--- config.mk ---
export PLATFORM = sky130hd
export DESIGN_NAME = ami_wbeat_gen
export DESIGN_NICKNAME = d
export VERILOG_FILES = /design/src/rtl/ami_pkg.sv /design/src/rtl/ami_wstrb_mask.sv /design/src/rtl/ami_wbeat_gen.sv
export SDC_FILE = /design/constraint.sdc
export NUM_CORES = 1
export LEC_CHECK = 0
export ABC_CLOCK_PERIOD_IN_PS = 5500
export BUFFER_PORTS_ARGS = -buffer_cell sky130_fd_sc_hd__buf_2
export CAP_MARGIN = 20
export CORE_MARGIN = 3
export CORE_UTILIZATION = 57
export DETAILED_ROUTE_END_ITERATION = 12
export GPL_ROUTABILITY_DRIVEN = 0
export PLACE_DENSITY = 0.93
export SLEW_MARGIN = 20
export SYNTH_ARGS = -nofsm -noshare
export SYNTH_HDL_FRONTEND = slang
export SYNTH_HIERARCHICAL = 1
export SYNTH_SLANG_ARGS = --single-unit
--- constraint.sdc ---
create_clock -name usr_clk -period 5.5 [get_ports usr_clk]
set_input_delay 0.275 -clock usr_clk [delete_from_list [all_inputs] [get_ports usr_clk]]
set_output_delay 0.275 -clock usr_clk [all_outputs]
set_load 0.05 [all_outputs]
--- src/rtl/ami_pkg.sv ---
// ami_pkg: shared FSM state type and byte-strobe mask helper for the AXI write-beat path.
package ami_pkg;
  typedef enum logic {IDLE = 1'b0, RUN = 1'b1} state_e;
  localparam int MAX_BYTES = 256;
  // Strobe mask for a beat: lanes from off upward on the first beat, lanes up to eoff on the last beat.
  function automatic logic [MAX_BYTES-1:0] strb_mask(input logic [7:0] off, input logic [7:0] eoff,
                                                     input logic first, input logic last);
    logic [MAX_BYTES-1:0] ones;
    ones = '1;
    strb_mask = (first ? ones << off : ones) & (last ? ~((ones << eoff) << 1) : ones);
  endfunction
endpackage

--- src/rtl/ami_wstrb_mask.sv ---
// ami_wstrb_mask: combinational beat strobe and burst-last generation.
module ami_wstrb_mask
  import ami_pkg::*;
#(
  parameter int AXI_BYTES = 16,
  parameter int L = 4,
  parameter int B = 8
) (
  input  logic [L-1:0]         sa_off_i,
  input  logic [L-1:0]         end_off_i,
  input  logic                 first_i,
  input  logic                 last_i,
  input  logic [B-L-1:0]       bidx_i,
  output logic [AXI_BYTES-1:0] wstrb_o,
  output logic                 wlast_o
);
  assign wstrb_o = AXI_BYTES'(strb_mask(8'(sa_off_i), 8'(end_off_i), first_i, last_i));
  assign wlast_o = (&bidx_i) | last_i;
endmodule

--- src/rtl/ami_wbeat_gen.sv ---
// ami_wbeat_gen: splits a byte-addressed write job into strobed AXI write beats
// with burst-boundary wlast and a single registered output stage.
module ami_wbeat_gen
  import ami_pkg::*;
#(
  parameter int AXI_DW = 128,
  parameter int BL = 16,
  localparam int AXI_BYTES = AXI_DW / 8,
  localparam int L = $clog2(AXI_BYTES),
  localparam int B = $clog2(BL) + L
) (
  input  logic                 usr_clk,
  input  logic                 usr_reset_n,
  input  logic                 job_valid,
  output logic                 job_ready,
  input  logic [31:0]          job_sa,
  input  logic [31:0]          job_len,
  input  logic [AXI_DW-1:0]    in_data,
  input  logic                 in_valid,
  output logic                 in_ready,
  output logic [AXI_DW-1:0]    usr_wdata,
  output logic [AXI_BYTES-1:0] usr_wstrb,
  output logic                 usr_wlast,
  output logic                 usr_wvalid,
  input  logic                 usr_wready,
  output logic                 job_done,
  output logic                 job_err
);
  localparam int AW = 32 - L;
  localparam int CW = 33 - L;
  state_e               state_q;
  logic [L-1:0]         sa_off_q, end_off_q, eoff_d;
  logic [AW-1:0]        waddr_q;
  logic [CW-1:0]        cnt_q, total_q, total_d;
  logic [32:0]          sum_d;
  logic [AXI_DW-1:0]    wdata_q;
  logic [AXI_BYTES-1:0] wstrb_q, wstrb_d;
  logic                 wlast_q, wlast_d, wvalid_q, jlast_q, done_q, err_q;
  logic                 first_d, last_d, in_fire, final_fire;
  // 33-bit sum keeps the beat count exact even for a 4 GiB - 1 job.
  assign sum_d      = 33'(job_sa[L-1:0]) + 33'(job_len) + 33'(AXI_BYTES - 1);
  assign total_d    = CW'(sum_d >> L);
  assign eoff_d     = job_sa[L-1:0] + job_len[L-1:0] - L'(1);
  assign first_d    = cnt_q == '0;
  assign last_d     = cnt_q == total_q - CW'(1);
  assign job_ready  = usr_reset_n & (state_q == IDLE);
  assign in_ready   = usr_reset_n & (state_q == RUN) & (cnt_q < total_q) & (~wvalid_q | usr_wready);
  assign in_fire    = in_valid & in_ready;
  assign final_fire = wvalid_q & usr_wready & jlast_q;
  assign usr_wdata  = wdata_q;
  assign usr_wstrb  = wstrb_q;
  assign usr_wlast  = wlast_q;
  assign usr_wvalid = wvalid_q;
  assign job_done   = done_q;
  assign job_err    = err_q;
  ami_wstrb_mask #(.AXI_BYTES(AXI_BYTES), .L(L), .B(B)) u_mask (
    .sa_off_i (sa_off_q),
    .end_off_i(end_off_q),
    .first_i  (first_d),
    .last_i   (last_d),
    .bidx_i   (waddr_q[B-L-1:0]),
    .wstrb_o  (wstrb_d),
    .wlast_o  (wlast_d)
  );
  always_ff @(posedge usr_clk) begin
    if (!usr_reset_n) begin
      state_q   <= IDLE;
      sa_off_q  <= '0;
      end_off_q <= '0;
      waddr_q   <= '0;
      cnt_q     <= '0;
      total_q   <= '0;
      wdata_q   <= '0;
      wstrb_q   <= '0;
      wlast_q   <= 1'b0;
      wvalid_q  <= 1'b0;
      jlast_q   <= 1'b0;
      done_q    <= 1'b0;
      err_q     <= 1'b0;
    end else begin
      done_q <= 1'b0;
      err_q  <= 1'b0;
      if (state_q == IDLE) begin
        if (job_valid) begin
          sa_off_q  <= job_sa[L-1:0];
          end_off_q <= eoff_d;
          waddr_q   <= job_sa[31:L];
          cnt_q     <= '0;
          total_q   <= total_d;
          err_q     <= job_len == '0;
          state_q   <= job_len == '0 ? IDLE : RUN;
        end
      end else begin
        if (in_fire) begin
          wdata_q  <= in_data;
          wstrb_q  <= wstrb_d;
          wlast_q  <= wlast_d;
          jlast_q  <= last_d;
          wvalid_q <= 1'b1;
          cnt_q    <= cnt_q + CW'(1);
          waddr_q  <= waddr_q + AW'(1);
        end else if (usr_wready) begin
          wvalid_q <= 1'b0;
        end
        if (final_fire) begin
          state_q <= IDLE;
          done_q  <= 1'b1;
        end
      end
    end
  end
endmodule

== Yosys cells after proc, flatten, opt, wreduce, memory -nomap -nowiden ==
Cells that the tools add are included.
Widths: inputs -> output; s select.

* Word-level logic and storage cells: 66
* Output and inout port bits: 150
* Register bits: 244
* Input port bits: 197

* Bitwise operators: 15
* Equality and inequality tests: 2
* Magnitude comparators: 1
* Shifts and indexed selects: 2
* Mux-type cells: 15
* Add/subtract/negate cells: 7
* Reduce and logical (&&, ||, !) cells: 11

{| class="wikitable"
|+ Operators with widths
! cell !! count
|-
| $shl 256x4->15 const A || 1
|-
| $shl 256x4->16 const A || 1
|-
| $mux 29 || 3
|-
| $mux 28 || 3
|-
| $add 33x4->33 const B || 1
|-
| $add 4x32->33 || 1
|-
| $logic_not 32->1 || 1
|-
| $mux 16 || 2
|-
| $add 29x1->29 const B || 1
|-
| $eq 29x29->1 || 1
|-
| $logic_not 29->1 || 1
|-
| $lt 29x29->1 || 1
|-
| $sub 29x1->29 const B || 1
|-
| $add 28x1->28 const B || 1
|-
| $and 16x16->16 || 1
|-
| $not 16->16 || 1
|-
| $reduce_and 2->1 || 5
|-
| $and 1x1->1 || 7
|-
| $mux 1 || 7
|-
| $add 4x4->4 || 1
|-
| $not 1->1 || 4
|-
| $reduce_and 4->1 || 1
|-
| $reduce_bool 2->1 || 2
|-
| $sub 4x1->4 const B || 1
|-
| 3 further kinds || 4
|}

== Depth between registers and ports, before layout ==
Gate-level depths: netlist (run 1).

* Depth in word-level cells: 6
* Mapped depth: 14
* Mapped depth without buffers: 13

== Hierarchy ==
Netlist (run 1), hierarchy kept.

{| class="wikitable"
|+ By module, submodules not included
! module !! area an instance (um^2) !! seq. area each (um^2) !! cells each !! instances
|-
| ami_wbeat_gen || 11,364.6 || 4,404.2 || 1,430 || 1
|-
| ami_wstrb_mask || 326.6 || 0.0 || 42 || 1
|}

== Worst setup path before layout (run 1) ==
Ideal clock, no wire load.

* Path kind: flip-flop to flip-flop
* Start: reg total_q[1]
* End: reg wstrb_q[2], in the netlist usr_wstrb[2]
* Path buffers: 1
* Slack: 2.231 ns
* Cell stages (with the launch flop): 15
* Data required time: 5.368 ns
* Arrival: 3.137 ns
* Clock period less this slack: 3.269 ns
* Library setup time: 0.132 ns
* Path through: dfxtp_1 -> inv_1 -> ha_1 -> nor3b_2 -> nand2_1 -> or3_1 -> a21oi_1 -> o311ai_1 -> or4b_1 -> nor4_2 -> buf_2 -> nor3b_4 -> a22oi_1 -> nand3_1 -> a21oi_1

* Elaborated cells on any way between the ends: 9
* Those cells by class: add/sub: 1; order compare: 1; eq/ne: 1; mux: 1; bitwise: 4; reduce/logical: 1

{| class="wikitable"
|+ RTL lines
! item !! line !! text
|-
| start, declared || ami_wbeat_gen.sv:34 || <nowiki>logic [CW-1:0] cnt_q, total_q, total_d;</nowiki>
|-
| start signal, assigned || ami_wbeat_gen.sv:89 || <nowiki>total_q <= total_d;</nowiki>
|-
| $sub 29x1->29 || ami_wbeat_gen.sv:45 || <nowiki>assign last_d = cnt_q == total_q - CW'(1);</nowiki>
|-
| $eq 29x29->1 || ami_wbeat_gen.sv:45 ||
|-
| net last_d || ami_wbeat_gen.sv:39 || <nowiki>logic first_d, last_d, in_fire, final_fire;</nowiki>
|-
| $mux 16 || ami_pkg.sv:10 || <nowiki>strb_mask = (first ? ones << off : ones) & (last ? ~((ones << eoff) << 1) : ones);</nowiki>
|-
| $and 16x16->16 || ami_pkg.sv:10 ||
|-
| net wstrb_d[2] || ami_wbeat_gen.sv:37 || <nowiki>logic [AXI_BYTES-1:0] wstrb_q, wstrb_d;</nowiki>
|-
| end signal, assigned || ami_wbeat_gen.sv:96 || <nowiki>wstrb_q <= wstrb_d;</nowiki>
|-
| end, declared || ami_wbeat_gen.sv:37 ||
|}

The timed path passes the listed nets, and every way through them passes these cells.
A chain may end at the register's enable or synchronous reset.

== Worst setup path after layout (run 1) ==
* Start: reg total_q[10]
* End: out in_ready

* Cells in the longest elaborated chain, start to end: 3

{| class="wikitable"
|+ Ends and longest elaborated chain
! item !! line !! text
|-
| $lt 29x29->1 || ami_wbeat_gen.sv:47 || <nowiki>assign in_ready = usr_reset_n & (state_q == RUN) & (cnt_q < total_q) & (~wvalid_q | usr_wready);</nowiki>
|-
| $and 1x1->1 (2 in series) || ami_wbeat_gen.sv:47 ||
|-
| end, declared || ami_wbeat_gen.sv:20 || <nowiki>output logic in_ready,</nowiki>
|}

Every way passes these cells.

==> implementation parameters, run 1 <==
Parameter                              Value

STA
  Number of hold violations in the final report    1
  Post-route clock skew    0.0271 ns
  Number of failing setup endpoints in the final timing report    0
  Max-slew headroom    30.5%
  Post-layout minimum cycle time    about 4.3 ns
  Ratio of final minimum period to clock period    slightly below 80%
  Slew at the pin closest to its max-slew limit    between 1 and 1.5 ns
  TNS Setup    0 ns
  Hold Slack    -0.00286 ns
  Top achievable clock speed    0.230 GHz
  Max-slew violations    0
  Setup repair after global routing missed its margin    no

Clock tree
  Later-pin clock latency in the skew report    0.54 ns
  Root buffer selected by CTS    sky130_fd_sc_hd__clkbuf_16
  Count of H-tree levels built during CTS    1
  Maximum number of buffers from clock root to sink    3
  Sink Count    220
  PostCTS Resize Cnt    0
  Count of buffers added by post-CTS timing repair for setup    0
  Total CTS buffers    24
  Clock tree from TritonCTS    yes
  Clock transition at the registers of the reported paths    roughly 0.070 ns

Place
  Detailed placer's ending HPWL    25.2 mm
  Buffers added on ports    322
  Dpl cell area    13200 um^2
  Number of cells after detailed placement    1940

Setup path
  Endpoint required time on the critical path    5.22 ns
  Critical-path maximum fanout    144
  Arrival time of the worst setup path    4.07 ns
  Reg-to-reg critical path endpoint    usr_wstrb[2]
  CP Cell Sequence    inv_1 -> ha_1 -> a21o_1 -> a21o_1 -> a2111oi_0 -> a2111oi_0 -> o21a_4 -> inv_4 -> buf_12 -> buf_2
  Beginning of the worst register-to-register path    total_q[1]
  Register-to-Register Path Depth    14
  Crit path max-delay family    compound AO/OA/AOI/OAI gates
  CP endpoint kind    output pin
  Critical path launch point type    register
  Register-to-register path setup slack    1.31 ns
  Slowest cell on the critical path    sky130_fd_sc_hd__dfxtp_1
  Critical path class    register to output pin
  Largest incremental delay on the critical path    approximately 0.54 ns
  Worst Path Buf+Inv    4

Global route
  Largest net degree at the start of global routing    145
  Initial antenna violation count    0
  Global-route wire length before repair    between 60 and 70 mm
  Grt ovf    0
  Vias in the first global route    around 12000
  Global-route usage over all layers    34.2%

Yosys
  Nets in the synthesized netlist    ~1700
  #FFs+latches synth    220
  Post-synth ARST share    0%
  Simple-Gate Fraction of Synth Area    21.7%
  Ranking of synthesized cells by instance count    sky130_fd_sc_hd__dfxtp_1 (220), sky130_fd_sc_hd__a21oi_1 (188), sky130_fd_sc_hd__nand3_1 (178)
  Share of cell area taken by muxes after synthesis    0.696%
  Cell types with the largest area share after synthesis    sky130_fd_sc_hd__dfxtp_1 (38%), sky130_fd_sc_hd__a21oi_1 (8.0%), sky130_fd_sc_hd__nand3_1 (7.6%)
  Post-synth top area share    roughly 38%
  Count of synthesis-stage warnings from yosys    6
  Most frequently used cell type in the post-synthesis netlist    sky130_fd_sc_hd__dfxtp_1
  Post-synthesis average cell area    7.94 um^2
  Area of the mapped netlist    11700 um^2
  Dominant combinational cell family by area after synthesis    compound AO/OA/AOI/OAI gates
  Most common flop cell mapped by yosys    sky130_fd_sc_hd__dfxtp_1
  Seq/Total Area, Yosys    between 30% and 40%
  Number of cells produced by synthesis    1472
  Area fraction in compound gates after synthesis    approximately a quarter
  Synth Area in Adders    4.56%
  Number of flops mapped to enable cells by yosys    0
  Share of the synthesized netlist area taken by xor and xnor gates    4.42%
  Cell accounting for the most synthesized area    sky130_fd_sc_hd__dfxtp_1
  Number of different library cells in the post-synthesis netlist    82

Final layout
  Number of nets at the end of the flow    ~2000
  Area added between synthesis and finish    24.9%
  Number of non-filler instances in the completed layout    2043
  Share of cells above drive strength 1    between 20% and 30%
  Design area    14600 um^2

Routing
  1st-iter DRT viols    1276
  First-pass iteration count of the detailed router    6
  Routed wire length per instance    19.8 um
  Routed Wire Length    40.4 mm
  Routed Antenna Nets    0
  Detailed-route via count    roughly 13000
  Routed vias/inst    6.39
  Number of remaining DRC errors    0

Pwr
  Pwr per Cell Area    279 nW/um^2
  Post-route total power    4.08 mW
  Leakage power figure    5.94 nW
  Max IR drop VDD    0.258 mV

Run status
  Failing checks    negative hold slack
  Result of the run    finished, violations left

Floorplan
  Width of the die    between 100 and 150 um
  IO Pins    347
  Die Footprint    22300 um^2
  Starting density of the core    about 59%
  Core area    19800 um^2
  Die Y-Extent    149 um
  Floorplan row count    51

Run
  Max-cap viol count    0

Worst hold path
  Kind of path behind the tightest hold check    input port to register
  Launch point of the worst hold path    in_data[16]
  Sink of the worst hold path    usr_wdata[16]
  Number of stages on the worst hold path    3
flip-flops by register name (all words and copies together), names as in the netlist, 4 cells and up:
| signal | count |
|---|---|
| waddr_q | 4 |
| usr_wstrb | 16 |
| usr_wdata | 128 |
| cnt_q | 29 |
| end_off_q | 4 |
| total_q | 29 |
| sa_off_q | 4 |
final cells by class:
class / count / area (um^2)
Antenna cell: 1 / 2.50
Clock buffer: 34 / 708
Clock inverter: 9 / 93.8
Fill cell: 1431 / 5180
Inverter: 67 / 259
Multi-Input combinational cell: 1057 / 6520
Sequential cell: 220 / 4400
Tap cell: 265 / 332
Timing Repair Buffer: 390 / 2280
metal layers:
| layer | GRT usage, % | vias up | share of wire (%) |
|---|---|---|---|
| met2 | 57.5 | 839 | 48 |
| li1 | - | 5928 | - |
| met4 | 17.8 | 0 | 6.4 |
| met5 | 0 | - | 0 |
| met1 | 39.8 | 6071 | 36 |
| met3 | 9.72 | 223 | 10 |
worst reg2reg max path, delay by kind of cell, from the launching register on:
family	cells	cell delay, ns
adder cells (fa/ha/maj)	1	0.24
buffers and inverters	2	0.37
AND/OR/NAND/NOR	7	2.63
AO/OA/AOI/OAI	4	0.47
flip-flops	1	0.33
worst max-delay path by stage:
stage                 from            to  cells past startpoint
3_3_place_gp    total_q[1]  usr_wstrb[2]                     14
2_1_floorplan   total_q[1]  usr_wstrb[2]                     14
6_report       total_q[10]      in_ready                     10
4_1_cts        total_q[10]      in_ready                     10
5_1_grt        total_q[10]      in_ready                     10
3_5_place_dp    total_q[1]  usr_wstrb[2]                     14
placed cells by master, fill, tap and decap left out, drive strengths merged, types with 8 or more instances in the layout:
master and instances:
a211oi 29, a21o 10, a21oi 188, a221o 8, a31oi 11, and2 8, and3 14, buf 331
clkbuf 34, dfxtp 220, dlygate4sd3 59, ha 41, inv 68, nand2 68, nand3 178, nand4 23
nor2 57, nor2b 10, nor3 22, nor4 37, o211ai 11, o21ai 170, or3 11, or4 8
xnor2 30, xor2 29
power by group:
part	leakage, nW	switching [mW]	internal (mW)
Sequential	1.78	0.0627	1.64
Combinational	3.77	0.496	0.243
Clock	0.391	0.685	0.948
kinds of logic after synthesis:
| logic type | after synthesis |
|---|---|
| compound gates | 483 |
| xor+xnor | 59 |
| fa+ha+maj | 42 |
| buf+inv | 195 |
| flops | 220 |
| mux | 8 |
| simple gates | 465 |
repair_timing:
action,4_1_cts,5_1_grt
endpoints found under the setup margin,0,0
hold endpoints to repair,58,1
hold buffers,58,1
metrics by stage:
step	setup WS, ns	utilization (%)	hold WS, ns
2_1_floorplan	2.23	-	0.411
3_3_place_gp	1.54	66.7	0.457
3_5_place_dp	1.45	66.7	0.463
4_1_cts	1.19	73.7	0.000227
5_1_grt	0.912	73.8	0.00331
6_report	1.16	73.8	-0.00286
(Power assumes the default switching activity.)
==> inputs of run 2 (changes only) <==
--- a/config.mk
+++ b/config.mk
@@ -5,14 +5,15 @@
 export SDC_FILE = /design/constraint.sdc
 export NUM_CORES = 1
 export LEC_CHECK = 0
-export ABC_CLOCK_PERIOD_IN_PS = 5500
+export ABC_AREA = 1
+export ABC_CLOCK_PERIOD_IN_PS = 4080
 export BUFFER_PORTS_ARGS = -buffer_cell sky130_fd_sc_hd__buf_2
 export CAP_MARGIN = 20
 export CORE_MARGIN = 3
-export CORE_UTILIZATION = 57
+export CORE_UTILIZATION = 53
 export DETAILED_ROUTE_END_ITERATION = 12
 export GPL_ROUTABILITY_DRIVEN = 0
-export PLACE_DENSITY = 0.93
+export PLACE_DENSITY = 0.87
 export SLEW_MARGIN = 20
 export SYNTH_ARGS = -nofsm -noshare
 export SYNTH_HDL_FRONTEND = slang
==> constraint.sdc (replaced) <==
create_clock -name usr_clk -period 4.08 [get_ports usr_clk]
set_input_delay 0.204 -clock usr_clk [delete_from_list [all_inputs] [get_ports usr_clk]]
set_output_delay 0.204 -clock usr_clk [all_outputs]
set_load 0.05 [all_outputs]
==> run 2 against run 1 <==
Effect of this change:
- the run now ends clean
- wire length grew 25%
- clock power grew 40%
- global-route usage grew 4.0 points
- die area grew 14%
- critical path type is now register to register
- non-clock buffer count grew 74
- largest cell class unchanged
- sequential power grew 36%
- via count grew 20%
- clock-buffer cell count shrank 4
- synthesized area grew 6.4%
- final cell count grew 29%
==> implementation parameters, run 2 <==
Parameter                              Value

Run status
  Result of the run    finished clean

Yosys
  Number of cells produced by synthesis    1905
  Cell types with the largest area share after synthesis    sky130_fd_sc_hd__dfxtp_1 (35%), sky130_fd_sc_hd__nand2_1 (17%), sky130_fd_sc_hd__a21oi_1 (9.2%)
  Most common flop cell mapped by yosys    sky130_fd_sc_hd__dfxtp_1
  #FFs+latches synth    220
  Cell accounting for the most synthesized area    sky130_fd_sc_hd__dfxtp_1
  Most frequently used cell type in the post-synthesis netlist    sky130_fd_sc_hd__nand2_1
  Number of flops mapped to enable cells by yosys    0
  Area of the mapped netlist    12400 um^2
  Count of synthesis-stage warnings from yosys    6
  Seq/Total Area, Yosys    35.4%
  Post-synth top area share    35.4%
  Ranking of synthesized cells by instance count    sky130_fd_sc_hd__nand2_1 (573), sky130_fd_sc_hd__a21oi_1 (228), sky130_fd_sc_hd__dfxtp_1 (220)
  Post-synth ARST share    0%
  Number of different library cells in the post-synthesis netlist    41
  Post-synthesis average cell area    6.53 um^2
  Nets in the synthesized netlist    2144

Floorplan
  Core area    22800 um^2
  Die Y-Extent    between 150 and 200 um
  Starting density of the core    54.5%
  Width of the die    ~160 um
  Floorplan row count    55
  Die Footprint    around 25000 um^2
  IO Pins    347

Clock tree
  Maximum number of buffers from clock root to sink    3
  Clock transition at the registers of the reported paths    0.07 ns
  Root buffer selected by CTS    sky130_fd_sc_hd__clkbuf_16
  Sink Count    220
  Count of H-tree levels built during CTS    1
  Later-pin clock latency in the skew report    0.54 ns
  Clock tree from TritonCTS    yes
  PostCTS Resize Cnt    0
  Total CTS buffers    24

Place
  Number of cells after detailed placement    roughly 2500
  Buffers added on ports    approximately 320
  Detailed placer's ending HPWL    between 20 and 30 mm

STA
  Top achievable clock speed    about 0.27 GHz
  Setup repair after global routing missed its margin    no
  Max-slew headroom    a little under a third
  Post-layout minimum cycle time    3.66 ns
  Post-route clock skew    0.0366 ns
  Number of failing setup endpoints in the final timing report    0
  Slew at the pin closest to its max-slew limit    1.03 ns
  TNS Setup    0 ns
  Ratio of final minimum period to clock period    89.7%
  Max-slew violations    0
  Number of hold violations in the final report    0

Final layout
  Number of flip-flops under the largest register name    128
  Share of cells above drive strength 1    17.4%
  Number of nets at the end of the flow    ~2500
  Fillers    roughly 1600
  Area added between synthesis and finish    30.2%
  Number of non-filler instances in the completed layout    2631
  Most common cell after layout, fill and taps aside    sky130_fd_sc_hd__nand2_1
  Commonest cells after routing, fill and taps aside    sky130_fd_sc_hd__nand2_1 (572), sky130_fd_sc_hd__buf_2 (322), sky130_fd_sc_hd__a21oi_1 (228)

Global route
  Initial antenna violation count    9
  Vias in the first global route    15300
  Global-route usage over all layers    38.2%
  Grt ovf    0
  Largest net degree at the start of global routing    186
  Global-route wire length before repair    a little under 80 mm

Run
  Max-cap viol count    0

Routing
  Routed Wire Length    50.6 mm
  Detailed-route via count    15600
  First-pass iteration count of the detailed router    8
  Routed Antenna Nets    0
  1st-iter DRT viols    2305
  Number of remaining DRC errors    0
  Routed wire length per instance    19.2 um
  Routed vias/inst    5.94

Setup path
  Slowest cell on the critical path    sky130_fd_sc_hd__a21oi_1
  Critical path class    register to register
  Register-to-Register Path Depth    15
  Crit path max-delay family    buffers and inverters
  Reg-to-reg critical path endpoint    usr_wdata[34]
  Arrival time of the worst setup path    4.02 ns
  Cell repeated most along the worst path    sky130_fd_sc_hd__nand2_1
  Worst Path Buf+Inv    3
  Beginning of the worst register-to-register path    total_q[4]
  CP Cell Sequence    inv_1 -> ha_1 -> nand2_1 -> o21bai_1 -> nand2_1 -> o21ai_1 -> nand2_1 -> nand2_1 -> nand2_1 -> nand2_1 -> nand3_4 -> inv_4 -> buf_4 -> nand2_1 -> a21oi_1
  CP endpoint kind    register
  Critical path launch point type    register
  Largest incremental delay on the critical path    0.64 ns
  Register-to-register path setup slack    0.42 ns
  Endpoint required time on the critical path    between 4 and 5 ns
  Critical-path maximum fanout    between 50 and 60

Worst hold path
  Kind of path behind the tightest hold check    input port to register
  Number of stages on the worst hold path    5
  Sink of the worst hold path    total_q[22]
  Launch point of the worst hold path    job_len[26]

Pwr
  Pwr per Cell Area    354 nW/um^2
  Max IR drop VDD    around 0.31 mV
  Leakage power figure    7.64 nW
## run 2: cell count changes after synthesis, moves of 17 or more
cell / before / now
sky130_fd_sc_hd__nor4_1: 29 / 12
sky130_fd_sc_hd__nand2_1: 68 / 573
sky130_fd_sc_hd__a211oi_1: 29 / 0
sky130_fd_sc_hd__a21oi_1: 188 / 228
sky130_fd_sc_hd__nand4_1: 22 / 59
sky130_fd_sc_hd__o21ai_0: 169 / 46
sky130_fd_sc_hd__nand3_1: 178 / 118
sky130_fd_sc_hd__nor2_1: 57 / 158
sky130_fd_sc_hd__clkbuf_1: 79 / 43
sky130_fd_sc_hd__inv_1: 65 / 195
## run 2: cells by family (layout without fill, tap and decap cells)
family | Yosys count | in the layout | synth area share [%]
buf+inv | 297 | 707 | 9.88
other cells | 0 | 3 | 0
simple gates | 984 | 984 | 33.6
compound gates | 304 | 304 | 12.7
flops | 220 | 220 | 35.4
xor+xnor | 58 | 58 | 4.08
fa+ha+maj | 42 | 42 | 4.28
## run 2: area by class of cell
cell class              count  area, um^2  share of cell area, %
multi-input cells        1388        6820                   42.1
flip-flops and latches    220        4400                   27.2
repair buffers            464        3020                   18.6
inverters                 200         756                   4.66
clock buffers              30         643                   3.97
well taps                 313         392                   2.42
clock inverters            13         160                  0.988
diodes                      3        7.51                 0.0463
## run 2: metal layers
metal  wire length, um  global-route usage, %  vias up
li1                  -                      -     6941
met1             16600                   40.6     7018
met2             23000                   62.7     1228
met3              6340                   13.9      432
met4              4570                   27.7       12
met5                80                  0.189        -
## run 2: what timing repair did
action / CTS / global route
hold buffers: 131 / 0
setup endpoints to repair: 0 / 0
hold endpoints to repair: 131 / 0
buffers inserted: 0 / 0
## run 2: worst max path at each step
| stage | startpoint | to | slack (ns) | depth (start not counted) |
|---|---|---|---|---|
| floorplan | total_q[0] | usr_wstrb[6] | 1.70 | 19 |
| global placement | total_q[4] | usr_wdata[63] | 1.11 | 15 |
| detailed placement | total_q[4] | usr_wdata[10] | 1.02 | 15 |
| CTS | total_q[4] | in_ready | 0.92 | 14 |
| global route | total_q[4] | usr_wdata[34] | 0.23 | 15 |
| finish | total_q[4] | usr_wdata[34] | 0.42 | 15 |
## run 2: per-stage QoR
step	utilization [%]	setup slack, ns	cell area [um^2]	hold WS [ns]	total power, mW
floorplan	-	1.70	12400	0.332	3.01
global placement	61.6	1.11	14100	0.448	3.28
detailed placement	61.6	1.02	14100	0.452	3.31
CTS	70.9	0.924	16200	0.0110	5.61
global route	70.9	0.233	16200	0.0546	5.92
finish	70.9	0.419	16200	0.0231	5.74
## run 2: where the power goes
part / leakage [nW] / total (mW) / switching [mW] / internal [mW]
logic: 5.46 / 1.13 / 0.751 / 0.383
clock network: 0.392 / 2.29 / 0.972 / 1.32
registers: 1.79 / 2.32 / 0.0911 / 2.22
## run 2: tightest hold or removal path, delay by kind of cell
kind            cells  cell delay, ns
compound gates      1            0.07
simple gates        2            0.11
buf+inv             2            0.14
